[config.mk]
export PLATFORM = sky130hd
export DESIGN_NAME = mfp_ahb_lite_slave_pipe
export DESIGN_NICKNAME = d
export VERILOG_FILES = /design/src/rtl/mfp_ahb_lite_slave_pipe_pkg.sv /design/src/rtl/mfp_ahb_lite_byte_mask.sv /design/src/rtl/mfp_ahb_lite_slave_pipe.sv
export SDC_FILE = /design/constraint.sdc
export NUM_CORES = 1
export LEC_CHECK = 0
export ABC_CLOCK_PERIOD_IN_PS = 1700
export CAP_MARGIN = 5
export CORE_MARGIN = 1.5
export CORE_UTILIZATION = 27
export CTS_CLUSTER_SIZE = 25
export DETAILED_ROUTE_END_ITERATION = 16
export GPL_ROUTABILITY_DRIVEN = 0
export PLACE_DENSITY = 0.9
export SLEW_MARGIN = 15
export SYNTH_ARGS = -nofsm -noshare
export SYNTH_HDL_FRONTEND = slang
export SYNTH_SLANG_ARGS = --single-unit
[constraint.sdc]
create_clock -name HCLK -period 1.7 [get_ports HCLK]
set_input_delay 0.255 -clock HCLK [delete_from_list [all_inputs] [get_ports HCLK]]
set_output_delay 0.255 -clock HCLK [all_outputs]
set_load 0.02 [all_outputs]
[src/rtl/mfp_ahb_lite_slave_pipe_pkg.sv]
// ---------------------------------------------------------------------------
// mfp_ahb_lite_slave_pipe_pkg
//   Shared AHB-Lite encodings (HTRANS, HSIZE, HRESP) and the state type of the
//   pipelined AHB-Lite memory slave. Imported by the slave and reusable by
//   other AHB-Lite slaves.
// ---------------------------------------------------------------------------
package mfp_ahb_lite_slave_pipe_pkg;

  // HTRANS encodings
  localparam logic [1:0] HTRANS_IDLE   = 2'b00;
  localparam logic [1:0] HTRANS_BUSY   = 2'b01;
  localparam logic [1:0] HTRANS_NONSEQ = 2'b10;
  localparam logic [1:0] HTRANS_SEQ    = 2'b11;

  // HSIZE encodings (bytes per transfer = 2**HSIZE)
  localparam logic [2:0] HSIZE_1  = 3'b000;
  localparam logic [2:0] HSIZE_2  = 3'b001;
  localparam logic [2:0] HSIZE_4  = 3'b010;
  localparam logic [2:0] HSIZE_8  = 3'b011;
  localparam logic [2:0] HSIZE_16 = 3'b100;
  localparam logic [2:0] HSIZE_32 = 3'b101;

  // HRESP encodings
  localparam logic HRESP_OKAY  = 1'b0;
  localparam logic HRESP_ERROR = 1'b1;

  // Data-phase state of the slave
  typedef enum logic [2:0] {
    ST_IDLE      = 3'd0,  // no data phase pending, ready
    ST_WRITE     = 3'd1,  // write data phase, memory write strobe active
    ST_READ_WAIT = 3'd2,  // read data phase, waiting on memory latency
    ST_RAW_STALL = 3'd3,  // read hit a same-word write; read reissued here
    ST_ERR1      = 3'd4,  // first ERROR cycle (not ready)
    ST_ERR2      = 3'd5   // second ERROR cycle (ready)
  } state_e;

endpackage

[src/rtl/mfp_ahb_lite_byte_mask.sv]
// ---------------------------------------------------------------------------
// mfp_ahb_lite_byte_mask
//   Converts an AHB transfer size and the low address bits into a byte-lane
//   enable mask for a DATA_WIDTH-bit bus, and flags illegal transfers (size
//   wider than the bus, or address not aligned to the size).
// Ports:
//   hsize_i    AHB HSIZE
//   addr_lo_i  HADDR bits below the bus-word boundary
//   mask_o     byte-lane enables (all zero when illegal)
//   illegal_o  transfer cannot be serviced by this bus width
// ---------------------------------------------------------------------------
module mfp_ahb_lite_byte_mask #(
  parameter int DATA_WIDTH = 32
) (
  input  logic [2:0]                        hsize_i,
  input  logic [$clog2(DATA_WIDTH/8)-1:0]   addr_lo_i,
  output logic [DATA_WIDTH/8-1:0]           mask_o,
  output logic                              illegal_o
);

  localparam int NB = DATA_WIDTH / 8;
  localparam int B  = $clog2(NB);

  // Low address bits that must be zero for an aligned transfer of this size.
  logic [B-1:0] align_bits;
  logic         too_big;

  assign too_big    = hsize_i > 3'(B);
  assign align_bits = ~({B{1'b1}} << hsize_i);
  assign illegal_o  = too_big | ((addr_lo_i & align_bits) != '0);

  // A lane is enabled when it lies in the same size-aligned chunk as the
  // address, i.e. its index matches the address above the alignment bits.
  for (genvar gi = 0; gi < NB; gi++) begin : g_lane
    logic [B-1:0] lane_idx;
    assign lane_idx   = B'(gi);
    assign mask_o[gi] = ~illegal_o & (((lane_idx ^ addr_lo_i) & ~align_bits) == '0);
  end

endmodule

[src/rtl/mfp_ahb_lite_slave_pipe.sv]
// ---------------------------------------------------------------------------
// mfp_ahb_lite_slave_pipe
//   Pipelined AHB-Lite slave front end for a synchronous memory with a
//   byte-masked write port and a fixed read latency.
//   - writes: zero wait states, memory write issued in the data phase
//   - reads:  memory read issued in the address phase, READ_LATENCY-1 waits
//   - a read to the word being written in the same cycle is stalled one
//     cycle and reissued, so it returns the newly written data
//   - illegal size/alignment: two-cycle ERROR response, no memory access
// Ports:
//   HCLK, HRESETn                      clock, asynchronous active-low reset
//   HADDR/HSIZE/HTRANS/HWRITE/HSEL     AHB address phase
//   HREADY, HWDATA                     bus ready, write data (data phase)
//   HREADYOUT, HRESP, HRDATA           slave response
//   mem_read_*                         memory read port
//   mem_write_*                        memory write port with byte mask
// ---------------------------------------------------------------------------
module mfp_ahb_lite_slave_pipe
  import mfp_ahb_lite_slave_pipe_pkg::*;
#(
  parameter int DATA_WIDTH   = 32,
  parameter int ADDR_WIDTH   = 16,
  parameter int READ_LATENCY = 1
) (
  input  logic                    HCLK,
  input  logic                    HRESETn,
  input  logic [31:0]             HADDR,
  input  logic [2:0]              HSIZE,
  input  logic [1:0]              HTRANS,
  input  logic                    HWRITE,
  input  logic                    HSEL,
  input  logic                    HREADY,
  input  logic [DATA_WIDTH-1:0]   HWDATA,
  output logic                    HREADYOUT,
  output logic                    HRESP,
  output logic [DATA_WIDTH-1:0]   HRDATA,
  output logic                    mem_read_enable,
  output logic [ADDR_WIDTH-1:0]   mem_read_addr,
  input  logic [DATA_WIDTH-1:0]   mem_read_data,
  output logic                    mem_write_enable,
  output logic [ADDR_WIDTH-1:0]   mem_write_addr,
  output logic [DATA_WIDTH-1:0]   mem_write_data,
  output logic [DATA_WIDTH/8-1:0] mem_write_mask
);

  localparam int NB    = DATA_WIDTH / 8;
  localparam int B     = $clog2(NB);
  localparam int CNT_W = 2;
  localparam logic [CNT_W-1:0] LAT_M1 = CNT_W'(READ_LATENCY - 1);

  state_e                state_q, state_d;
  logic [ADDR_WIDTH-1:0] addr_q, addr_d;
  logic [NB-1:0]         mask_q, mask_d;
  logic [CNT_W-1:0]      cnt_q, cnt_d;

  logic [ADDR_WIDTH-1:0] word_addr;
  logic [NB-1:0]         cur_mask;
  logic                  cur_illegal;
  logic                  can_accept;
  logic                  accept;
  logic                  rd_en;
  logic [ADDR_WIDTH-1:0] rd_addr;

  assign word_addr = HADDR[ADDR_WIDTH+B-1:B];

  if (ADDR_WIDTH + B < 32) begin : g_unused_haddr
    logic unused_haddr;
    assign unused_haddr = ^HADDR[31:ADDR_WIDTH+B];
  end

  mfp_ahb_lite_byte_mask #(
    .DATA_WIDTH (DATA_WIDTH)
  ) u_byte_mask (
    .hsize_i   (HSIZE),
    .addr_lo_i (HADDR[B-1:0]),
    .mask_o    (cur_mask),
    .illegal_o (cur_illegal)
  );

  // Only states that drive HREADYOUT high can take a new address phase;
  // this also keeps a misbehaving HREADY from breaking a stall.
  assign can_accept = (state_q == ST_IDLE) || (state_q == ST_WRITE) ||
                      (state_q == ST_ERR2);
  assign accept     = can_accept & HSEL & HREADY &
                      ((HTRANS == HTRANS_NONSEQ) || (HTRANS == HTRANS_SEQ));

  always_ff @(posedge HCLK or negedge HRESETn) begin
    if (!HRESETn) begin
      state_q <= ST_IDLE;
      addr_q  <= '0;
      mask_q  <= '0;
      cnt_q   <= '0;
    end else begin
      state_q <= state_d;
      addr_q  <= addr_d;
      mask_q  <= mask_d;
      cnt_q   <= cnt_d;
    end
  end

  always_comb begin
    state_d = state_q;
    addr_d  = addr_q;
    mask_d  = mask_q;
    cnt_d   = cnt_q;
    rd_en   = 1'b0;
    rd_addr = word_addr;

    case (state_q)
      ST_READ_WAIT: begin
        cnt_d = cnt_q - 1'b1;
        if (cnt_q == CNT_W'(1)) state_d = ST_IDLE;
      end

      ST_RAW_STALL: begin
        // The colliding write has landed; reissue the saved read.
        rd_en   = 1'b1;
        rd_addr = addr_q;
        if (READ_LATENCY > 1) begin
          state_d = ST_READ_WAIT;
          cnt_d   = LAT_M1;
        end else begin
          state_d = ST_IDLE;
        end
      end

      ST_ERR1: state_d = ST_ERR2;

      default: begin  // ST_IDLE, ST_WRITE, ST_ERR2: last data-phase cycle
        state_d = ST_IDLE;
        if (accept) begin
          if (cur_illegal) begin
            state_d = ST_ERR1;
          end else if (HWRITE) begin
            state_d = ST_WRITE;
            addr_d  = word_addr;
            mask_d  = cur_mask;
          end else if ((state_q == ST_WRITE) && (word_addr == addr_q)) begin
            // Same word is being written this cycle: the memory would return
            // stale data, so hold the read back by one cycle.
            state_d = ST_RAW_STALL;
            addr_d  = word_addr;
          end else begin
            rd_en  = 1'b1;
            addr_d = word_addr;
            if (READ_LATENCY > 1) begin
              state_d = ST_READ_WAIT;
              cnt_d   = LAT_M1;
            end
          end
        end
      end
    endcase
  end

  // Strobes are gated with reset so they drop the moment reset asserts,
  // even though the read strobe is decoded from live address-phase inputs.
  assign mem_read_enable  = rd_en & HRESETn;
  assign mem_read_addr    = rd_addr;
  assign mem_write_enable = (state_q == ST_WRITE);
  assign mem_write_addr   = addr_q;
  assign mem_write_mask   = (state_q == ST_WRITE) ? mask_q : '0;
  assign mem_write_data   = HWDATA;
  assign HRDATA           = mem_read_data;

  assign HREADYOUT = !((state_q == ST_ERR1) || (state_q == ST_READ_WAIT) ||
                       (state_q == ST_RAW_STALL));
  assign HRESP     = ((state_q == ST_ERR1) || (state_q == ST_ERR2)) ? HRESP_ERROR
                                                                    : HRESP_OKAY;

endmodule

==> reports/results.txt <==
first-pass GRT wire length: 8.190 mm
final worst slack: -321.0 ps
GRT Overall Usage: 12.53%
synth top area cells: dfrtp_1 (31%), buf_4 (24%), mux2_2 (18%)
prevailing post-synth register cell: dfrtp_1
area of the core: 0.007292 mm2
CP required: 1440 ps
worst IR drop on VDD: 345.7 uV
initial antenna violation count: 0
synth warn: 0
Clock transition at path regs: 100 ps
R2R Setup Slk: -50 ps
Starting Density: 27.99%
Avg Inst Size Synth: 10.31 um2
Final #Nets: 361
Starting DRT DRC Count: 26
crit path max fanout: 4
HP Class: in2reg
cell row count: 31
Cell Pwr Density: 1084 mW/mm2
largest net degree at the start of global routing: 26
critical path type: reg2out
Async SR Flop Fraction: 100.0%
Yosys cell types: 33
WL/cell: 15.17 um
Setup Skew: 6.788 ps
cell taking the most area after synthesis: dfrtp_1
Hold Path Sink: mem_write_addr[14]
fin crit period: 2021 ps
Die ar.: 0.008088 mm2
pre-CTS WS: -1051 ps
drt total wl: 5.339 mm
root buffer selected by CTS: clkbuf_8
final slew viol count: 0
DRT met1 WL: 2.253 mm
die width: 89.94 um
Synth Net Count: 305
Rel. slew slack: 72.32%
worst hold start: HADDR[16]
Worst setup SP type: register
Pre-antenna DRT Iters: 4
Overflow after GRT: 0
failing checks: setup timing
clock power share: 11.2%
area grow syn2layout: 49.48%
DRC: 0
maximum clock rate: 494.8 MHz
port bufs: 66
synthesized flop and latch total: 25
Clk Latency, worst-skew pair: 270 ps
commonest cells in the netlist: buf_4 (65), mux2_2 (32), dfrtp_1 (25)
ANT nets after route: 0
RSZ-0062 raised after global routing: yes
fin crit share: 118.9%
outcome: finished, violations left
number of flops mapped to enable cells by yosys: 0
die height: 89.94 um
Syn Inst Count: 198
Psw: 1.206 mW
R2R Path End: mem_write_addr[10]
switch share: 36.47%
final core occ: 41.83%
register area share after synthesis: 30.66%
R2R cell count: 6
share of Yosys cell area claimed by the top area cell type: 30.66%
ratio of cells with drive above 1 in the final layout: 53.36%
CTS max path bufs: 2
I/O Pins: 210
CTS tree: done
Comb pwr share: 60.0%
CTS H-tree depth: 1
Hold Path Depth: 2
nature of the critical path endpoint: output pin
Vias per Instance: 4.429
Seq pwr share: 28.8%
DR vias: 1,559
count leader, synth: buf_4
Syn Std Cell Area: 0.002041 mm2
Fin. Hold Viols: 0
MaxCap Viol Count: 0
top sig layer: met4
Detailed Place HPWL: 3.574 mm
internal power: 2.101 mW
number of CTS-inserted buffers: 3
vias in the first global route: 1,649
Tightest Pin Transition: 404.8 ps
wire length on met3: 331 um
Crit Reg-Reg Startpoint: state_q[1]
CTS sink cnt: 25
met2 WL: 2.652 mm
Pleak: 1.471 nW
crit path DAT: 1770 ps
ANT cells: 0
# setup viols final: 27
## flip-flops by register name, summed over array words and instances (netlist names)
register	flops
cnt_q	2
mask_q	4
mem_write_addr	16
state_q	3
## cell families (layout without fill, tap and decap cells)
| logic type | after synthesis | count (layout) | share of synthesized area, % |
|---|---|---|---|
| buffers and inverters | 70 | 125 | 25.20 |
| multiplexers | 36 | 36 | 20.60 |
| AND/OR/NAND/NOR | 35 | 35 | 9.933 |
| flip-flops | 25 | 25 | 30.66 |
| XOR/XNOR | 18 | 18 | 7.726 |
| AO/OA/AOI/OAI | 13 | 13 | 5.273 |
| adder cells (fa/ha/maj) | 1 | 1 | 0.6130 |
## per-layer routing
metal,global-route usage (%),vias to the layer above
li1,-,722
met1,15.32,761
met2,20.87,62
met3,2.284,14
met4,6.746,0
met5,0,-
## cell type report
| cell class | count | area, um2 |
|---|---|---|
| Tap cell | 99 | 123.9 |
| Multi-Input combinational cell | 103 | 1075 |
| Sequential cell | 25 | 626.9 |
| Timing Repair Buffer | 118 | 1169 |
| Clock buffer | 4 | 45.04 |
| Fill cell | 727 | 4242 |
| Inverter | 3 | 11.26 |
## timing repair
item / in CTS / in global routing
buffers inserted: 7 / 4
cloned: 3 / 0
setup endpoints to repair: 46 / 45
gates resized for setup: 144 / 77
pin swaps: 8 / 5
hold buffers: 0 / 0
## power groups by stage
| stage | sequential (mW) | combinational (mW) | clock, mW |
|---|---|---|---|
| after floorplan | 1.19 | 0.728 | 0 |
| after global placement | 0.931 | 1.75 | 0 |
| after detailed placement | 0.946 | 1.79 | 0 |
| after CTS | 0.946 | 1.82 | 0.378 |
| after global routing | 0.976 | 2.12 | 0.409 |
| final | 0.951 | 1.98 | 0.371 |
## critical path, cell delays in order (launching register included)
cell	delay [ps]
dfrtp_1	400
buf_6	140
nor3b_4	230
and4_4	260
nand2_1	60
o221a_2	270
buf_6	130
## worst max path at each step
stage	startpoint	end	slack, ps	cells past startpoint
after floorplan	HSIZE[2]	mem_read_enable	-160	5
after global placement	HSIZE[2]	mem_read_enable	-1010	6
after detailed placement	HSIZE[2]	mem_read_enable	-1050	6
after CTS	mem_write_addr[3]	mem_read_enable	-420	5
after global routing	mem_write_addr[14]	mem_read_enable	-400	5
final	state_q[1]	mem_read_enable	-320	6
## layout by cell type (no fill, tap or decap), drive strengths merged, types with 2 or more instances in the layout
cell type / count
and2: 4
buf: 78
clkbuf: 4
clkdlybuf4s50: 33
dfrtp: 25
dlygate4sd2: 3
dlymetal6s2s: 3
inv: 3
mux2: 36
nand2: 7
nand3: 2
nand4b: 2
nor2: 5
nor2b: 4
nor3: 4
nor4: 2
o21ai: 5
xnor2: 3
xor2: 15
## metrics by stage
stage / TNS [ps] / hold WS [ps] / cell area, um2 / power (mW) / std cells
floorplan: -182.2 / -40.59 / 2047 / 1.918 / 198
global placement: -21450 / 462.2 / 2648 / 2.685 / 337
detailed placement: -22650 / 470.8 / 2648 / 2.733 / 337
CTS: -6193 / 417.1 / 2811 / 3.149 / 351
global route: -6265 / 311.8 / 3050 / 3.508 / 352
finish: -4014 / 298.4 / 3050 / 3.307 / 352
No activity file was read; power rests on OpenSTA's default activity.
